===== config.mk =====
export PLATFORM = sky130hd
export DESIGN_NAME = dcache_mem_subsystem
export DESIGN_NICKNAME = d
export VERILOG_FILES = /design/src/rtl/dcache_mem_subsystem.sv
export SDC_FILE = /design/constraint.sdc
export NUM_CORES = 2
export LEC_CHECK = 0
export CAP_MARGIN = 15
export CORE_ASPECT_RATIO = 1.75
export CORE_MARGIN = 4
export CORE_UTILIZATION = 50
export DETAILED_ROUTE_END_ITERATION = 8
export DONT_BUFFER_PORTS = 1
export HOLD_SLACK_MARGIN = 0.05
export PLACE_DENSITY = 0.72
export SETUP_SLACK_MARGIN = 0.5
export SLEW_MARGIN = 20
export SYNTH_ARGS = -nofsm -noshare
export SYNTH_HDL_FRONTEND = slang
export SYNTH_SLANG_ARGS = --single-unit

===== constraint.sdc =====
create_clock -name CLK -period 3.5 [get_ports CLK]
set_input_delay 0.7 -clock CLK [delete_from_list [all_inputs] [get_ports CLK]]
set_output_delay 0.7 -clock CLK [all_outputs]
set_load 0.02 [all_outputs]

===== src/rtl/dcache_mem_subsystem.sv =====
// -----------------------------------------------------------------------------
// dcache_mem_subsystem
// Data memory path of the 8-bit single-cycle CPU. A direct-mapped, write-back,
// write-allocate cache (8 lines x 4 bytes) sits in front of a 256-byte memory
// that is organised as 64 blocks of 32 bits, each block access costing
// MEM_LATENCY cycles. The CPU is stalled through busywait on any miss.
//
// Ports
//   CLK        in   single clock, all state changes on the rising edge
//   RESET      in   synchronous active-high reset (clears cache, FSM, memory)
//   read       in   load request, held until busywait is low
//   write      in   store request, held until busywait is low (wins over read)
//   address    in   [7:5] tag, [4:2] line index, [1:0] byte offset
//   writedata  in   store byte
//   readdata   out  load byte; live on a read hit, otherwise last loaded byte
//   busywait   out  high while the current request has not completed
// -----------------------------------------------------------------------------
module dcache_mem_subsystem #(
    parameter int MEM_LATENCY = 5
) (
    input  logic       CLK,
    input  logic       RESET,
    input  logic       read,
    input  logic       write,
    input  logic [7:0] address,
    input  logic [7:0] writedata,
    output logic [7:0] readdata,
    output logic       busywait
);

    typedef enum logic [1:0] {
        IDLE      = 2'd0,
        MEM_WRITE = 2'd1,
        MEM_READ  = 2'd2,
        UPDATE    = 2'd3
    } state_t;

    localparam int            CW         = (MEM_LATENCY > 1) ? $clog2(MEM_LATENCY) : 1;
    localparam logic [CW-1:0] LAST_COUNT = CW'(MEM_LATENCY - 1);

    // Cache line storage
    logic [7:0]  valid_r;
    logic [7:0]  dirty_r;
    logic [2:0]  tag_r  [0:7];
    logic [31:0] data_r [0:7];

    // Backing memory and the block fetched from it
    logic [31:0] mem_r  [0:63];
    logic [31:0] fetch_r;

    state_t        state_r;
    state_t        state_s;
    logic [CW-1:0] count_r;
    logic [7:0]    readdata_r;

    logic [2:0] tag_s;
    logic [2:0] index_s;
    logic [4:0] bsel_s;
    logic       hit_s;
    logic       req_s;
    logic       idle_hit_s;
    logic       rd_hit_s;
    logic       wr_hit_s;
    logic       last_s;
    logic [7:0] line_byte_s;

    assign tag_s       = address[7:5];
    assign index_s     = address[4:2];
    assign bsel_s      = {address[1:0], 3'b000};
    assign hit_s       = valid_r[index_s] && (tag_r[index_s] == tag_s);
    assign req_s       = read | write;
    assign idle_hit_s  = (state_r == IDLE) && hit_s;
    // A simultaneous read and write is handled as a store only.
    assign rd_hit_s    = read && !write && idle_hit_s;
    assign wr_hit_s    = write && idle_hit_s;
    assign last_s      = (count_r == LAST_COUNT);
    assign line_byte_s = data_r[index_s][bsel_s +: 8];
    assign busywait    = req_s && !idle_hit_s;

    // Load data: live byte on a read hit, otherwise the last byte delivered.
    always_comb begin
        readdata = readdata_r;
        if (rd_hit_s) begin
            readdata = line_byte_s;
        end else begin
            readdata = readdata_r;
        end
    end

    // Miss-handling FSM next-state logic.
    always_comb begin
        state_s = state_r;
        case (state_r)
            IDLE: begin
                if (req_s && !hit_s) begin
                    if (valid_r[index_s] && dirty_r[index_s]) begin
                        state_s = MEM_WRITE;
                    end else begin
                        state_s = MEM_READ;
                    end
                end else begin
                    state_s = IDLE;
                end
            end
            MEM_WRITE: begin
                if (last_s) begin
                    state_s = MEM_READ;
                end else begin
                    state_s = MEM_WRITE;
                end
            end
            MEM_READ: begin
                if (last_s) begin
                    state_s = UPDATE;
                end else begin
                    state_s = MEM_READ;
                end
            end
            UPDATE:  state_s = IDLE;
            default: state_s = IDLE;
        endcase
    end

    // FSM state register.
    always_ff @(posedge CLK) begin
        if (RESET) begin
            state_r <= IDLE;
        end else begin
            state_r <= state_s;
        end
    end

    // Memory latency counter; restarts on every state change so each memory
    // phase lasts exactly MEM_LATENCY cycles.
    always_ff @(posedge CLK) begin
        if (RESET || (state_s != state_r)) begin
            count_r <= {CW{1'b0}};
        end else if ((state_r == MEM_WRITE) || (state_r == MEM_READ)) begin
            count_r <= count_r + {{(CW-1){1'b0}}, 1'b1};
        end else begin
            count_r <= {CW{1'b0}};
        end
    end

    // Backing memory: cleared on reset, victim block committed on the last
    // write-back cycle at the address formed from the old tag.
    always_ff @(posedge CLK) begin
        if (RESET) begin
            for (int i = 0; i < 64; i++) begin
                mem_r[i] <= 32'd0;
            end
        end else if ((state_r == MEM_WRITE) && last_s) begin
            mem_r[{tag_r[index_s], index_s}] <= data_r[index_s];
        end
    end

    // Fill buffer: captures the requested block on the last read cycle.
    always_ff @(posedge CLK) begin
        if (RESET) begin
            fetch_r <= 32'd0;
        end else if ((state_r == MEM_READ) && last_s) begin
            fetch_r <= mem_r[{tag_s, index_s}];
        end
    end

    // Cache lines: refill in UPDATE, byte store on a write hit. A reset in
    // the middle of a miss returns to IDLE before UPDATE, so the fill is lost.
    always_ff @(posedge CLK) begin
        if (RESET) begin
            valid_r <= 8'd0;
            dirty_r <= 8'd0;
            for (int i = 0; i < 8; i++) begin
                tag_r[i]  <= 3'd0;
                data_r[i] <= 32'd0;
            end
        end else if (state_r == UPDATE) begin
            data_r[index_s]  <= fetch_r;
            tag_r[index_s]   <= tag_s;
            valid_r[index_s] <= 1'b1;
            dirty_r[index_s] <= 1'b0;
        end else if (wr_hit_s) begin
            data_r[index_s][bsel_s +: 8] <= writedata;
            dirty_r[index_s]             <= 1'b1;
        end
    end

    // Last delivered load byte, held while no read hit is in progress.
    always_ff @(posedge CLK) begin
        if (RESET) begin
            readdata_r <= 8'd0;
        end else if (rd_hit_s) begin
            readdata_r <= line_byte_s;
        end
    end

endmodule


# After elaboration in Yosys (flattened, before gate mapping)
# Memory sizes are Yosys's and may differ from the RTL's. A register that Yosys moved wholly into a read port is not among the register bits.
# Cells that the tools add are included.
[word_totals] elab_cells=148 romBits=0 memories=3 latchBits=0 output_inout_bits=9 input_bits=20 ramBits=2328 register_bits=29
[memory_table] name="mem_r" words=64 width=32 rd=1 rd_ports_with_merged_regs=1 wr=64 line="48" text="logic [31:0] mem_r [0:63];"
[memory_table] name="data_r" words=8 width=32 rd=1 rd_ports_with_merged_regs=0 wr=8 line="45" text="logic [31:0] data_r [0:7];"
[memory_table] name="tag_r" words=8 width=3 rd=1 rd_ports_with_merged_regs=0 wr=8 line="44" text="logic [2:0] tag_r [0:7];"
[classes] mux=67 shift=3 eq_ne=6 reduce_logical=22 order_cmp=2 n_addsub=2 n_div=0 n_bitwise=38 multipliers=0
[op_table] cell="$mux W32" count=4
[op_table] cell="$reduce_or A32 Y1" count=2
[op_table] cell="$mux W1" count=49
[op_table] cell="$or A1 B1 Y1" count=33
[op_table] cell="$shift A8 B7 Y32 const A" count=1
[op_table] cell="$shiftx A32 B6 Y8" count=1
[op_table] cell="$shiftx A8 B7 Y32" count=1
[op_table] cell="$mux W8" count=3
[op_table] cell="$or A8 B8 Y8" count=2
[op_table] cell="$logic_and A1 B1 Y1" count=11
[op_table] cell="$mux W3" count=3
[op_table] cell="$and A8 B8 Y8" count=1
[op_table] cell="$not A8 Y8" count=1
[op_table] cell="$pmux W2 S4" count=1
[op_table] cell="$neg A5 Y7" count=1
[op_table] cell="$bmux W1 S3" count=2
[op_table] cell="$mux W2" count=3
[op_table] cell="$mux W6" count=1
[op_table] cell="$eq A2 B2 Y1 const B" count=2
[op_table] cell="$lt A3 B4 Y1 const B" count=1
[op_table] cell="$add A3 B1 Y3 const B" count=1
[op_table] cell="$demux W1 S3" count=1
[op_table] cell="$eq A3 B3 Y1" count=1
[op_table] cell="$eq A3 B3 Y1 const B" count=1
[op_table] cell="10 further kinds" count=13

# Longest topological paths before layout
[depth] depth_word=12 depth_mapped=14 ltp_nobuf=9

# Worst setup path before layout
# No wires, ideal clock.
[synth_timing] kind="in2reg" startpoint="input address[4]" endpoint="memory mem_r[60][0] (enable)" setup_ns=0.389 n_path_buf=8 arrival_time_ns=3.306 slack_ns=-0.195 cell_stages=12 cell_sequence="buf_4 -> buf_6 -> buf_4 -> buf_6 -> buf_4 -> buf_4 -> buf_4 -> nand2_1 -> nor2_1 -> nand2_1 -> clkbuf_1 -> nand2_1"
[synth_lines] element="start: declaration" line="25" text="input logic [7:0] address,"
[synth_lines] element="end: declaration" line="48"

# Final worst setup path
[layout_timing] startpoint="input address[3]" endpoint="output readdata[6]"
[layout_between] elab_chain_cells=6 elab_cells_between_ends=10 classes_between="eq/ne (1); shift (1); mux (3); reduce/logical (3); memory (2)"
[layout_lines] element="branches (longest 5 deep; another with $mem_v2 Z8 W32)"
[layout_lines] element="$mux W8 (*)"
[layout_lines] element="end: declaration" line="27" text="output logic [7:0] readdata,"
# Every way passes the cells marked *. The select of a mux whose other input is x is not followed.

==> key figures <==
Setup path
  • R2R Path Start: data_r[4][6]$_SDFFCE_PN0P_
  • Critical Path Sink Type: primary output
  • CP Data Arrival Time: 3.92 ns
  • Crit. Startpoint: address[3]
  • Worst EP required: 2.80 ns
  • CP Class: in -> out
  • CP startpoint kind: primary input
  • Max FO, Critical Path: 352

Pwr
  • P_leak: 0.0432 uW
  • P_sw: 15,000 uW
  • Max rail drop VDD: 0.378 mV
  • Sw frac: 0.246
  • Power Density: 503 nW/um2
  • Flop pwr share: 0.535
  • Clock power share: 0.362
  • Internal power: 45,800 uW
  • Comb power frac: 0.103

Synthesis
  • Most frequent cell after synthesis: nor2_1
  • Ys async rst share: 0
  • Post-synthesis cell area: between 100,000 and 150,000 um2
  • #FFs+latches synth: 2,389
  • Mean Syn Cell Area: 12.5 um2
  • Post-synthesis sequential area ratio: 0.688
  • Post-Synthesis Cells: 8,284
  • Post-synth net total: between 8,000 and 9,000
  • Post-synthesis cell type count: 79
  • Top cells by count, synth: 2,548 x nor2_1, 2,328 x edfxtp_1, 402 x clkbuf_1
  • Synth area leader: edfxtp_1
  • EDFF count, synth: 2,328
  • Synth Flop Type: edfxtp_1
  • Main area contributors after synthesis: edfxtp_1 68%, nor2_1 9.3%, mux2i_1 2.8%
  • Post-synth top area share: 0.676
  • YS warnings: 0

Drt
  • 1st-pass router iterations: 9
  • Routed len/inst: 34.8 um
  • Drt total wl: roughly 390,000 um
  • Highest Signal Layer: met5
  • Vias: 76,800
  • Met3 WL: 54,300 um
  • M1 WL: about 110,000 um
  • Post-route ant nets: 0
  • DRC violations left: 1
  • DR WL met2: 176,000 um
  • Via-per-instance ratio: 6.81
  • Initial DRC Count: 12,300

STA
  • Final-report max-slew violation count: 337
  • Final Skew: 0.0488 ns
  • Shortest period the worst path allows: between 4 and 5 ns
  • Final period utilization: 1.32
  • RSZ-0062 raised after global routing: yes
  • Max Fclk: ~0.22 GHz
  • Relative max-transition margin: -0.447
  • Final setup viols: 262
  • Min Hold Slack: 0.0709 ns
  • Final Hold Vio Count: 0
  • Measured slew at the worst slew-check pin: 2.17 ns
  • Worst setup margin: -1.12 ns

Floorplanning
  • Chip Height: approximately 610 um
  • Site Rows: 220
  • Core area: 205,000 um2
  • Io pins: 29
  • Die ar.: 214,000 um2
  • Die boundary width: 352 um
  • Starting density of the core: 0.503

CTS
  • # H-tree levels: 4
  • CTS buffer count: 201
  • CTS Buffer Depth: 4
  • CTS Sinks: around 2,400
  • Clock root buffer: clkbuf_16
  • Clk Latency, worst-skew pair: approximately 0.87 ns
  • TritonCTS clock tree: yes
  • Clk slew on worst S/H paths: approximately 0.07 ns

Finish
  • Design Area, Final: 121,000 um2
  • Area grow syn2layout: 16.7%
  • Final Core Density: 0.588
  • Final #Nets: 8,481
  • Share of cells above drive strength 1: 0.187

Placement
  • Placed cell area: 113,000 um2
  • Post-placement worst setup slack: -0.563 ns
  • Gpl congestion: 0.971
  • DP HPWL: 239,000 um
  • Port Buf Inserts: 0

Global routing
  • Initial antenna violation count: 31
  • Vias in the first global route: between 70,000 and 80,000
  • Gr usage total: 0.358
  • Pin count of the biggest net entering global routing: around 500
  • First-pass GRT wire length: approximately 540,000 um
  • Overflow left after global routing: 0

Worst hold path
  • HP Class: in -> reg
  • HP Start: address[7]

Job
  • Max-cap violation count: 0

Outcome
  • Run status: finished with violations
  • Failing checks: design-rule violations, max-slew violations, negative setup slack
-- final cells by class --
| class | instances | area (um2) |
|---|---|---|
| Fill cell | 15700 | 84700 |
| Clock inverter | 112 | 892 |
| Tap cell | 2664 | 3330 |
| Timing Repair Buffer | 789 | 9030 |
| Multi-Input combinational cell | 5039 | 30800 |
| Antenna cell | 20 | 50.0 |
| Clock buffer | 241 | 5240 |
| Sequential cell | 2389 | 71100 |
| Inverter | 29 | 129 |
-- sequential cells by signal, indices dropped and copies added (netlist names), named ones only --
register,count
mem_r,2048
data_r,256
count_r,3
readdata_r,8
tag_r,24
valid_r,8
state_r,2
fetch_r,32
-- routing by layer --
metal	global-route usage	vias up
li1	-	30500
met2	0.549	6696
met3	0.102	2048
met1	0.395	37500
met5	0	-
met4	0.350	18
-- placed cells by master, fill, tap and decap left out, types with 37 or more instances in the layout --
cell / instances
a21oi_1: 295
mux4_2: 61
mux2i_1: 285
clkbuf_1: 37
nand2_1: 276
a22oi_1: 186
nand3_1: 67
a221o_1: 58
a22o_1: 55
a221oi_1: 216
buf_12: 218
buf_4: 511
a31oi_1: 41
mux2_2: 163
clkbuf_16: 210
nand2_4: 65
nor2_4: 43
dfxtp_1: 61
o21ai_0: 213
clkinv_1: 52
buf_6: 47
o211ai_1: 54
edfxtp_1: 2328
nor2_1: 2496
-- critical path: stages --
cell and delay, ns:
mux4_2 1.25, a221oi_4 0.49, mux4_2 0.36, mux2i_4 0.11
-- per-stage QoR --
step	TNS [ns]	power, uW	instances
after global routing	-7.67	61800	11300
after CTS	-0.601	60100	11200
after detailed placement	-85.21	38700	10800
final	-75.47	60700	11300
after global placement	-65.36	38600	10800
after floorplan	0	35900	8284
-- cells by family after synthesis --
group	synth area share
flops	0.688
xor+xnor	0.0000847
compound gates	0.0962
fa+ha+maj	0.00145
buf+inv	0.0371
simple gates	0.117
mux	0.0597
-- worst paths after layout --
check / end / slack [ns] / depth (start not counted)
hold reg to reg: valid_r[0]$_SDFFE_PP0P_ / 0.48 / 2
setup reg to reg: mem_r[2][6]$_SDFFCE_PN0P_ / 0.03 / 19
hold / removal: fetch_r[29]$_SDFFE_PP0P_ / 0.07 / 2
setup / recovery: readdata[6] / -1.12 / 4
-- power by group through the flow --
stage	Combinational, uW	Sequential, uW	Clock [uW]
after floorplan	2890	33000	0
after global placement	5530	33000	0
after detailed placement	5590	33100	0
after CTS	5730	32500	21900
after global routing	6230	32500	23000
final	6270	32500	22000
-- repair_timing --
item,4_1_cts,5_1_grt
gates resized for setup,105,143
hold buffers,1,0
setup buffers,38,23
endpoints found under the setup margin,43,374
endpoints found under the hold margin,12,0
pin swaps,64,84
cloned,1,9
(Power assumes the default switching activity.)
